===== config.mk =====
export PLATFORM = sky130hd
export DESIGN_NAME = ticker_message_gen
export DESIGN_NICKNAME = d
export VERILOG_FILES = /design/src/rtl/ticker_message_gen.sv
export SDC_FILE = /design/constraint.sdc
export NUM_CORES = 1
export LEC_CHECK = 0
export CORE_MARGIN = 4
export CORE_UTILIZATION = 42
export CTS_BUF_LIST = sky130_fd_sc_hd__clkbuf_4 sky130_fd_sc_hd__clkbuf_8
export DETAILED_ROUTE_END_ITERATION = 8
export GPL_ROUTABILITY_DRIVEN = 0
export HOLD_SLACK_MARGIN = 0.03
export PLACE_DENSITY_LB_ADDON = 0.05
export SLEW_MARGIN = 20
export SYNTH_ARGS = -nofsm -noshare
export SYNTH_HDL_FRONTEND = slang
export SYNTH_SLANG_ARGS = --single-unit

===== constraint.sdc =====
create_clock -name KEY -period 2.8 [get_ports KEY]
set_clock_uncertainty 0.1 [all_clocks]
set_input_delay 0.56 -clock KEY [delete_from_list [all_inputs] [get_ports KEY]]
set_output_delay 0.56 -clock KEY [all_outputs]
set_load 0.01 [all_outputs]

===== src/rtl/ticker_message_gen.sv =====
// Message ticker source: emits one symbol of "HELLO" or "HELP" per enabled KEY edge,
// followed by GAP_LEN blank symbols, and repeats indefinitely.
module ticker_message_gen #(
    parameter int unsigned GAP_LEN = 3
) (
    input  logic       KEY,
    input  logic       SW,
    input  logic       en,
    input  logic       msg_sel,
    output logic [3:0] char_code,
    output logic       char_valid,
    output logic [3:0] index,
    output logic       msg_done
);

    typedef enum logic [1:0] {IDLE, EMIT, GAP} state_t;

    localparam logic [3:0] BLANK   = 4'hF;
    localparam logic [3:0] GAP_MAX = 4'(GAP_LEN);

    // Tables are padded to 8 entries so the 3-bit lookup never leaves the array.
    localparam logic [3:0] MSG_HELLO [0:7] = '{4'h0, 4'h1, 4'h2, 4'h2, 4'h3, BLANK, BLANK, BLANK};
    localparam logic [3:0] MSG_HELP  [0:7] = '{4'h0, 4'h1, 4'h2, 4'h4, BLANK, BLANK, BLANK, BLANK};

    state_t     state_q;
    logic       selLatched_q;
    logic [3:0] charCode_q;
    logic       charValid_q;
    logic [3:0] index_q;
    logic [3:0] gapCnt_q;

    function automatic logic [3:0] msgChar(input logic sel, input logic [3:0] idx);
        return sel ? MSG_HELP[idx[2:0]] : MSG_HELLO[idx[2:0]];
    endfunction

    function automatic logic [3:0] msgLast(input logic sel);
        return sel ? 4'd3 : 4'd4;
    endfunction

    always_ff @(posedge KEY or negedge SW) begin
        if (!SW) begin
            state_q      <= IDLE;
            selLatched_q <= 1'b0;
            charCode_q   <= BLANK;
            charValid_q  <= 1'b0;
            index_q      <= 4'd0;
            gapCnt_q     <= 4'd0;
        end else if (en) begin
            unique case (state_q)
                IDLE: begin
                    state_q      <= EMIT;
                    selLatched_q <= msg_sel;
                    charCode_q   <= msgChar(msg_sel, 4'd0);
                    charValid_q  <= 1'b1;
                    index_q      <= 4'd0;
                end
                EMIT: begin
                    if (index_q != msgLast(selLatched_q)) begin
                        index_q    <= index_q + 4'd1;
                        charCode_q <= msgChar(selLatched_q, index_q + 4'd1);
                    end else if (GAP_MAX == 4'd0) begin
                        // Back-to-back repetition: the next message starts with no blank step.
                        selLatched_q <= msg_sel;
                        charCode_q   <= msgChar(msg_sel, 4'd0);
                        index_q      <= 4'd0;
                    end else begin
                        state_q     <= GAP;
                        charCode_q  <= BLANK;
                        charValid_q <= 1'b0;
                        index_q     <= 4'd0;
                        gapCnt_q    <= 4'd1;
                    end
                end
                GAP: begin
                    if (gapCnt_q < GAP_MAX) begin
                        gapCnt_q <= gapCnt_q + 4'd1;
                    end else begin
                        state_q      <= EMIT;
                        selLatched_q <= msg_sel;
                        charCode_q   <= msgChar(msg_sel, 4'd0);
                        charValid_q  <= 1'b1;
                        index_q      <= 4'd0;
                    end
                end
                default: state_q <= IDLE;
            endcase
        end
    end

    assign char_code  = charCode_q;
    assign char_valid = charValid_q;
    assign index      = index_q;
    assign msg_done   = (state_q == EMIT) && (index_q == msgLast(selLatched_q));

endmodule

After elaboration in Yosys (flattened, before gate mapping)
Memories as Yosys holds them, arrays and structs flattened.
Index checks and enable logic that the tools add are counted.
{"block": "word_totals", "ff_bits": 16, "rom_bits": 64, "in_bits": 4, "out_inout_bits": 10, "elab_cells": 52, "memories": 2}
{"block": "classes", "n_addsub": 2, "order_cmp": 2, "eq_ne": 7, "n_mux": 22, "bitwise": 1, "n_reduce_logical": 10}
{"memory": "(no name shown)", "words": 8, "width": 4, "read_ports": 1, "rd_clocked_by_memory_dff": 0, "wr": 0, "line_no": "33", "rtl": "return sel ? MSG_HELP[idx[2:0]] : MSG_HELLO[idx[2:0]];"}
{"memory": "(no name shown)", "words": 8, "width": 4, "read_ports": 1, "rd_clocked_by_memory_dff": 0, "wr": 0, "line_no": "33"}
{"op": "4-bit 2-to-1 mux", "n": 10}
{"op": "4-bit case mux with 3 select lines", "n": 2}
{"op": "3-bit AND reduction", "n": 3}
{"op": "4-bit by 1-bit adder with 4-bit output, second input constant", "n": 2}
{"op": "4-bit case mux with 2 select lines", "n": 1}
{"op": "4-bit AND reduction", "n": 2}
{"op": "2-bit != test, second input constant", "n": 3}
{"op": "2-bit case mux with 3 select lines", "n": 1}
{"op": "4-bit by 3-bit equality test with 1-bit output", "n": 1}
{"op": "4-bit >= comparator, second input constant", "n": 1}
{"op": "4-bit by 2-bit less-than comparator with 1-bit output, second input constant", "n": 1}
{"op": "2-bit 2-to-1 mux", "n": 2}
{"op": "4-bit != test", "n": 1}
{"op": "3-bit NOT with 4-bit output", "n": 1}
{"op": "2-bit nonzero test", "n": 2}
{"op": "1-bit 2-to-1 mux", "n": 3}
{"op": "3-bit 2-to-1 mux", "n": 1}
{"op": "1-bit case mux with 3 select lines", "n": 1}
{"op": "3-bit nonzero test", "n": 1}
{"op": "2-bit by 1-bit equality test with 1-bit output, second input constant", "n": 1}
{"op": "2-bit equality test, second input constant", "n": 1}
{"op": "2-bit zero test", "n": 1}
{"op": "1-bit case mux with 2 select lines", "n": 1}
{"op": "1-bit logical AND", "n": 1}

Logic depth before layout (Yosys ltp)
Gate-level depths: netlist (run 1).
{"block": "depth", "word_depth": 8, "depth_mapped": 6, "depth_no_buf": 5}

Worst setup path after synthesis (run 1)
Ideal clock, no wire load.
{"block": "synth_timing", "path_kind": "register to output", "startpoint": "register index_q[0] (netlist: index[0])", "endpoint": "output msg_done", "arrival_ns": 1.503, "required_ns": 2.140, "path_slack_ns": 0.637, "path_stages_with_launch": 5, "path_buffers": 1, "path_cell_list": "dfrtp_1 > buf_4 > or4b_1 > a21o_1 > nor2_1"}
{"block": "synth_between", "elab_chain_cells": 2}
{"element": "start, declared", "line_no": "29", "rtl": "logic [3:0] index_q;"}
{"element": "start signal, assigned", "line_no": "59", "rtl": "index_q <= index_q + 4'd1;"}
{"element": "4-bit by 3-bit equality test with 1-bit output", "line_no": "93", "rtl": "assign msg_done = (state_q == EMIT) && (index_q == msgLast(selLatched_q));"}
{"element": "1-bit logical AND", "line_no": "93"}
{"element": "end, declared", "line_no": "13", "rtl": "output logic msg_done"}
No other way between the ends.

Worst setup path after layout (run 1)
{"block": "layout_timing", "startpoint": "register index_q[1] (netlist: index[1])", "endpoint": "output msg_done"}
Same word-level chain as after synthesis.

==> results of run 1 <==
[worst max-delay path, cell delays in order, from the launching register on]
cell and delay, ns:
dfrtp_1 0.38, or4b_1 0.53, a21o_1 0.20, nor2_1 0.10, clkdlybuf4s50_1 0.53
[report_power, final]
group | total [W] | internal, W | switching [W]
Combinational | 0.000621 | 0.000315 | 0.000306
Clock | 0.000154 | 0.0000792 | 0.0000747
Sequential | 0.000396 | 0.000332 | 0.0000636
[per-stage QoR]
stage / utilization (%) / setup WS, ns
2_1_floorplan: - / 0.637
3_3_place_gp: 53.5 / 0.347
3_5_place_dp: 53.5 / 0.293
4_1_cts: 55.7 / 0.0458
5_1_grt: 56.1 / 0.0577
6_report: 56.1 / 0.112
[cell usage after synthesis (3+ instances only)]
library cell,count
inv_1,5
nand3_1,3
nor2_1,4
nand4b_1,3
nand2b_1,3
a21oi_1,3
dfstp_2,4
a21o_1,3
ha_1,6
o21ai_0,6
nor3_1,4
nor2b_1,4
dfrtp_1,12
nand2_1,13
[layer usage]
metal | track usage [%] | up-vias
met5 | 0 | -
met4 | 6.94 | 0
met3 | 3.73 | 4
met2 | 21.6 | 13
met1 | 17.1 | 352
li1 | - | 388
[cell type report]
cell class	count	area, um^2
timing repair buffer	18	168
sequential	16	407
inverter	5	18.8
fill	196	897
multi-input combinational	73	482
clock buffer	4	36.3
tap	27	33.8
[state kept, by name (all words and copies together) (netlist names)]
| name | cells |
|---|---|
| char_code | 4 |
| char_valid | 1 |
| gapCnt_q | 4 |
| index | 4 |
| selLatched_q | 1 |
| state_q | 2 |
[worst paths after layout]
check                             start           end  slack (ns)
max                            index[1]      msg_done        0.11
min                        char_code[0]  char_code[0]        0.39
max reg2reg                 gapCnt_q[0]      index[2]        0.72
min reg2reg                char_code[0]  char_code[0]        0.39
max in group asynchronous            SW  selLatched_q        1.54
min in group asynchronous            SW   gapCnt_q[1]        0.58
[repair_timing]
action,4_1_cts,5_1_grt
pin swaps,0,1
setup buffers,1,1
gates resized for setup,1,0
cloned,0,0
endpoints found under the setup margin,1,1
[logic make-up after synthesis]
kind of cell	synth area share, %
flops	43.3
simple gates	28.0
compound gates	13.1
buf+inv	5.34
mux	2.27
fa+ha+maj	8.01
==> impl_metrics.csv, run 1 <==
group,metric,value,unit
layout,drive_gt1_share,15.5,%
timing,final-hold-violation-count,0,
synth,synth_ff_type,"dfrtp_1",
clock_tree,path_clk_slew,0.09,ns
detailed_routing,drtPass1Iterations,4,
power,p_leak,0.500,nW
timing,finalCritPeriodShare,96.0,%
synth,async_reset_ff_share,100,%
detailed_routing,vias_per_cell,5.29,
timing,relSlewSlack,53.9,%
placement,dp_hpwl,1.33,mm
synth,syn_nets,109,
detailed_routing,drtAntennaViolNets,0,
synth,yosysTopAreaCellShare,32.0,%
worst_setup_path,cp_max_fo,2,
synth,synth_area_per_cell,9.47,um^2
clock_tree,htreeDepth,1,
status,outcome,"completed",
timing,setup_viol,0,
layout,fin_nets,127,
global_routing,grt_pass1_vias,744,
detailed_routing,wl_met2,876,um
detailed_routing,drt_iter0_drc,4,
run,max_cap_viol_count,0,
timing,tightest_slew,0.690,ns
worst_setup_path,critPathCaptureType,"output pin",
synth,ys_seq_area_share,43.3,%
synth,synth_cell_type_count,36,
synth,yosysTopAreaCell,"dfrtp_1",
floorplan,core,2040,um^2
worst_setup_path,startpoint_type,"flip-flop",
detailed_routing,wl_met3,69,um
synth,netlist_top_cells_area,"dfrtp_1, dfstp_2, ha_1",
placement,port_buffers,13,
synth,synthCells,99,
floorplan,pin_count,14,
detailed_routing,vias,757,
layout,antennaDiodeCount,0,
global_routing,grt_overflow,0,
worst_setup_path,path_class,"reg2out",
layout,layout_common_cells,"nand2_1, clkdlybuf4s50_1, dfrtp_1, o21ai_0, ha_1",
timing,tns,0,ns
detailed_routing,post_drt_wl_per_cell,13.5,um
detailed_routing,drt-total-wl,1.93,mm
placement,placed_area,1090,um^2
power,p_total,0.00117,W
global_routing,antenna_found_initial,0,
synth,ys_ff_latch,16,
clock_tree,cts_sinks,16,
worst_setup_path,crit_arrival,2.03,ns
clock_tree,cts_tree,"done",
clock_tree,cts_made_buffers,3,
worst_setup_path,r2r_cells,5,
detailed_routing,routed.top_layer,"met4",
timing,max_freq,372,MHz
timing,whs,0.392,ns
power,power_density,1020,nW/um^2
floorplan,start_util,45.9,%
floorplan,die_area,3050,um^2
floorplan,rows,16,
timing,slew_violations,0,
floorplan,die_height,55.2,um
floorplan,die_w,55.2,um
clock_tree,cts_root_buf,"clkbuf_4",
min_path,hp-class,"reg2reg",
synth,ys_warn_count,0,
global_routing,grt_max_degree,17,
layout,syn_to_final_growth,22.2,%
timing,min_period,2.69,ns
timing,rsz0062_at_grt,"no",
placement,dp_cells,137,
synth,synth.cell_area,937,um^2
detailed_routing,drc,0,
global_routing,grt.total_usage,13.7,%
global_routing,grt_pass1_wl,3.35,mm
detailed_routing,wl_met1,959,um
synth,synth-edff-count,0,
clock_tree,cts_max_path_buffers,2,
clock_tree,clk_latency,0.29,ns
power,ir_drop,477,uV
clock_tree,hold_buffers,0,
worst_setup_path,critPathRequiredTime,2.14,ns
layout,design_area,1140,um^2
min_path,worstHoldPathCells,2,
layout,finalNonFillerCells,143,
No activity file was read; power rests on OpenSTA's default activity.
==> inputs of run 2 (changes only) <==
==> constraint.sdc (replaced) <==
create_clock -name KEY -period 2.6 [get_ports KEY]
set_clock_uncertainty 0.1 [all_clocks]
set_input_delay 0.52 -clock KEY [delete_from_list [all_inputs] [get_ports KEY]]
set_output_delay 0.52 -clock KEY [all_outputs]
set_load 0.01 [all_outputs]
==> run 2 against run 1 <==
  * Routed wire length fell by 7.1%
  * Sequential cell count stayed put
  * Utilization shrank 0.12 points
  * Clock-buffer cell count did not move
  * Total power is 5.4% higher
  * Largest cell class unchanged
  * Largest power group unchanged
==> impl_metrics.csv, run 2 (synthesized netlist as in run 1, its figures left out) <==
group,metric,value,unit
layout,post-route-util,55.9,%
layout,multi_input_area,482,um^2
worst_setup_path,cp_cell_sequence,"or4b_1 > a21o_1 > nor2_1 > dlygate4sd2_1",
layout,layout_common_cells,"nand2_1, dfrtp_1, clkdlybuf4s50_1, o21ai_0, ha_1",
floorplan,die_w,55.2,um
placement,dp_hpwl,1.34,mm
clock_tree,cts_root_buf,"clkbuf_4",
floorplan,rows,16,
min_path,hp-class,"reg2reg",
clock_tree,hold_buffers,0,
layout,seqCellArea,405,um^2
worst_setup_path,critPathRequiredTime,1.98,ns
detailed_routing,drt-total-wl,1.79,mm
detailed_routing,post_drt_wl_per_cell,12.5,um
detailed_routing,vias,745,
worst_setup_path,crit_buf_inv,1,
layout,fin_nets,127,
power,ir_drop,517,uV
timing,max_freq,420,MHz
layout,finalNonFillerCells,143,
placement,place_ws,0.199,ns
worst_setup_path,critical_path.max_stage_delay,0.53,ns
worst_setup_path,critPathCaptureType,"output pin",
run,max_cap_viol_count,0,
clock_tree,cts_made_buffers,3,
timing,tightest_slew,0.698,ns
clock_tree,htreeDepth,1,
global_routing,grt_max_degree,17,
worst_setup_path,crit_family,"simple AND/OR/NAND/NOR gates",
clock_tree,cts_max_path_buffers,2,
layout,final_common_cell,"nand2_1",
timing,tns,0,ns
floorplan,die_height,55.2,um
clock_tree,cts_sinks,16,
timing,min_period,2.38,ns
layout,fillCellCount,195,
timing,relSlewSlack,53.3,%
timing,final-hold-violation-count,0,
layout,antennaDiodeCount,0,
worst_setup_path,path_class,"reg2out",
global_routing,grt_pass1_wl,3.33,mm
timing,finalCritPeriodShare,91.6,%
detailed_routing,vias_per_cell,5.21,
power,p_leak,0.506,nW
placement,dp_cells,138,
floorplan,pin_count,14,
global_routing,grt_pass1_vias,723,
global_routing,grt.total_usage,13.6,%
worst_setup_path,cp_max_fo,2,
timing,setup_viol,0,
clock_tree,cts_tree,"done",
timing,slew_violations,0,
clock_tree,path_clk_slew,0.09,ns
worst_setup_path,cpMaxStageDelayCell,"or4b_1",
detailed_routing,drc,0,
clock_tree,clk_latency,0.28,ns
detailed_routing,drt_iter0_drc,20,
global_routing,grt_overflow,0,
floorplan,core,2040,um^2
timing,fin_ws,0.218,ns
worst_setup_path,startpoint_type,"flip-flop",
floorplan,start_util,45.9,%
layout,syn_to_final_growth,21.9,%
placement,port_buffers,13,
detailed_routing,drtPass1Iterations,4,
timing,rsz0062_at_grt,"no",
status,outcome,"completed",
global_routing,antenna_found_initial,0,
worst_setup_path,crit_arrival,1.76,ns
power,power_density,1080,nW/um^2
layout,drive_gt1_share,14.7,%
floorplan,die_area,3050,um^2
detailed_routing,drtAntennaViolNets,0,
[run 2: repair_timing]
item | in CTS | in global routing
resized for setup | 1 | 0
setup buffers | 1 | 0
setup endpoints to repair | 1 | 0
[run 2: final timing paths]
path	start	to	slack, ns	cells past startpoint
min in group asynchronous	SW	gapCnt_q[1]	0.55	1
max	index[1]	msg_done	0.22	4
min	char_code[0]	char_code[0]	0.39	2
min reg2reg	char_code[0]	char_code[0]	0.39	2
max in group asynchronous	SW	index[0]	1.41	1
max reg2reg	gapCnt_q[0]	index[2]	0.49	5
[run 2: area by class of cell]
type / count / area share (%)
clock buffers: 4 / 3.18
inverters: 5 / 1.64
multi-input cells: 73 / 42.2
flip-flops and latches: 16 / 35.5
well taps: 27 / 2.96
repair buffers: 18 / 14.6
[run 2: stage by stage]
step,hold slack [ns],power [W],instance area [um^2]
floorplan,0.124,0.000831,937
CTS,0.386,0.00125,1140
finish,0.385,0.00123,1140
global placement,0.375,0.00107,1100
global route,0.436,0.00136,1140
detailed placement,0.373,0.00108,1100
[run 2: worst register-to-register path: cells and delay by family (launching register included)]
| family | cells | cell delay (ns) |
|---|---|---|
| compound gates | 1 | 0.13 |
| simple gates | 3 | 1.06 |
| fa+ha+maj | 1 | 0.24 |
| flops | 1 | 0.43 |
[run 2: where the power goes]
| group | internal [W] | total, W | switching [W] |
|---|---|---|---|
| registers | 0.000356 | 0.000420 | 0.0000635 |
| logic | 0.000332 | 0.000651 | 0.000319 |
| clock network | 0.0000852 | 0.000162 | 0.0000771 |
| total | 0.000774 | 0.00123 | 0.000459 |
[run 2: layer usage]
metal | vias up | global-route usage [%] | wire length [um]
met5 | - | 0 | 0
li1 | 384 | - | -
met4 | 0 | 6.25 | 7
met2 | 9 | 19.6 | 845
met3 | 2 | 3.73 | 68
met1 | 350 | 18.8 | 870
==> inputs of run 3 (changes only) <==
==> constraint.sdc (replaced) <==
create_clock -name KEY -period 2.6 [get_ports KEY]
set_clock_uncertainty 0.1 [all_clocks]
set_input_delay 0.26 -clock KEY [delete_from_list [all_inputs] [get_ports KEY]]
set_output_delay 0.26 -clock KEY [all_outputs]
set_load 0.01 [all_outputs]
==> run 3 against run 2 <==
  * Routed wire length rose by 5.8%
  * Sequential share of layout area rose by 0.50 points
  * Clock power rose by 2%
  * Critical path type unchanged
  * Largest power group unchanged
  * Highest routed layer unchanged
==> impl_metrics.csv, run 3 (synthesized netlist as in run 1, its figures left out) <==
group,metric,value,unit
layout,syn_to_final_growth,20.6,%
placement,dp_hpwl,1.39,mm
clock_tree,cts_root_buf,"clkbuf_4",
clock_tree,htreeDepth,1,
layout,antennaDiodeCount,0,
worst_setup_path,r2r-start,"gapCnt_q[0]",
timing,relSlewSlack,52.4,%
global_routing,grt_pass1_wl,3.35,mm
timing,tns,0,ns
floorplan,die_w,55.2,um
timing,final-hold-violation-count,0,
clock_tree,path_clk_slew,0.09,ns
worst_setup_path,cp_max_fo,8,
detailed_routing,drtPass1Iterations,4,
timing,min_period,2.48,ns
clock_tree,clk_latency,0.29,ns
clock_tree,cts_sinks,16,
detailed_routing,wl_met1,874,um
detailed_routing,drc,0,
global_routing,antenna_found_initial,0,
detailed_routing,drtAntennaViolNets,0,
power,power_density,1090,nW/um^2
timing,whs,0.286,ns
global_routing,grt_overflow,0,
clock_tree,cts_made_buffers,3,
floorplan,core,2040,um^2
detailed_routing,drt-total-wl,1.90,mm
timing,tightest_slew,0.712,ns
worst_setup_path,path_class,"reg2out",
status,outcome,"completed",
floorplan,die_area,3050,um^2
global_routing,grt_pass1_vias,737,
detailed_routing,post_drt_wl_per_cell,13.4,um
floorplan,pin_count,14,
detailed_routing,vias_per_cell,5.43,
worst_setup_path,r2r_cells,5,
worst_setup_path,r2r-end,"index[2]",
worst_setup_path,ff2ff_setup_slack,0.52,ns
detailed_routing,vias,766,
floorplan,start_util,45.9,%
power,p_leak,0.491,nW
layout,fin_nets,125,
detailed_routing,wl_met3,85,um
worst_setup_path,crit_arrival,2.12,ns
worst_setup_path,critPathCaptureType,"output pin",
floorplan,rows,16,
detailed_routing,drt_iter0_drc,12,
power,ir_drop,643,uV
timing,max_freq,403,MHz
detailed_routing,routed.top_layer,"met4",
min_path,hp-class,"in2async",
global_routing,grt.total_usage,13.8,%
clock_tree,post-cts-setup-buffers,0,
clock_tree,cts_tree,"done",
timing,setup_viol,0,
run,max_cap_viol_count,0,
timing,slew_violations,0,
timing,finalCritPeriodShare,95.5,%
global_routing,grt_max_degree,17,
worst_setup_path,startpoint_type,"flip-flop",
detailed_routing,wl_met2,902,um
layout,finalNonFillerCells,141,
layout,drive_gt1_share,14.0,%
layout,layout_common_cells,"nand2_1, clkdlybuf4s50_1, dfrtp_1, o21ai_0, ha_1",
floorplan,die_height,55.2,um
clock_tree,cts_max_path_buffers,2,
worst_setup_path,critPathRequiredTime,2.24,ns
timing,rsz0062_at_grt,"no",
placement,dp_cells,137,
placement,port_buffers,13,
[run 3: what timing repair did]
action,4_1_cts,5_1_grt
setup endpoints to repair,0,1
hold buffers,0,0
gates resized for setup,0,1
[run 3: critical path, cell delays in order, from the launching register on]
cell and delay (ns):
dfrtp_2 0.47, or4b_1 0.48, a21o_1 0.23, nor2_1 0.11
clkdlybuf4s50_1 0.54
[run 3: stage by stage]
step | total power, W | area [um^2] | util (%) | setup slack, ns
after floorplan | 0.000831 | 937 | - | 0.606
after global placement | 0.00106 | 1090 | 53.5 | 0.445
after detailed placement | 0.00107 | 1090 | 53.5 | 0.425
after CTS | 0.00125 | 1130 | 55.3 | 0.0716
after global routing | 0.00133 | 1130 | 55.3 | 0.000816
final | 0.00123 | 1130 | 55.3 | 0.118
[run 3: report_power, final]
part	internal, W	switching [W]	total (W)	leakage, nW
Clock	0.0000854	0.0000809	0.000166	0.0210
Sequential	0.000358	0.0000796	0.000438	0.189
Combinational	0.000319	0.000308	0.000627	0.281
[run 3: how the worst max path moves through the flow]
stage                  from  cells after the start  slack (ns)     endpoint
2_1_floorplan      index[0]                      5        0.61  gapCnt_q[1]
3_3_place_gp   selLatched_q                      4        0.45     msg_done
3_5_place_dp   selLatched_q                      4        0.43     msg_done
4_1_cts        selLatched_q                      4        0.07     msg_done
5_1_grt        selLatched_q                      4      0.0008     msg_done
6_report       selLatched_q                      4        0.12     msg_done
[run 3: routing by layer]
metal,track usage [%],up-vias
met5,0,-
met4,7.29,0
met3,3.73,5
met2,20.8,15
met1,18.0,367
li1,-,379
[run 3: area by class of cell]
| type | count | area [um^2] |
|---|---|---|
| Clock buffer | 4 | 36.3 |
| Inverter | 5 | 18.8 |
| Tap cell | 27 | 33.8 |
| Timing Repair Buffer | 16 | 153 |
| Sequential cell | 16 | 407 |
| Multi-Input combinational cell | 73 | 482 |
| Fill cell | 205 | 912 |
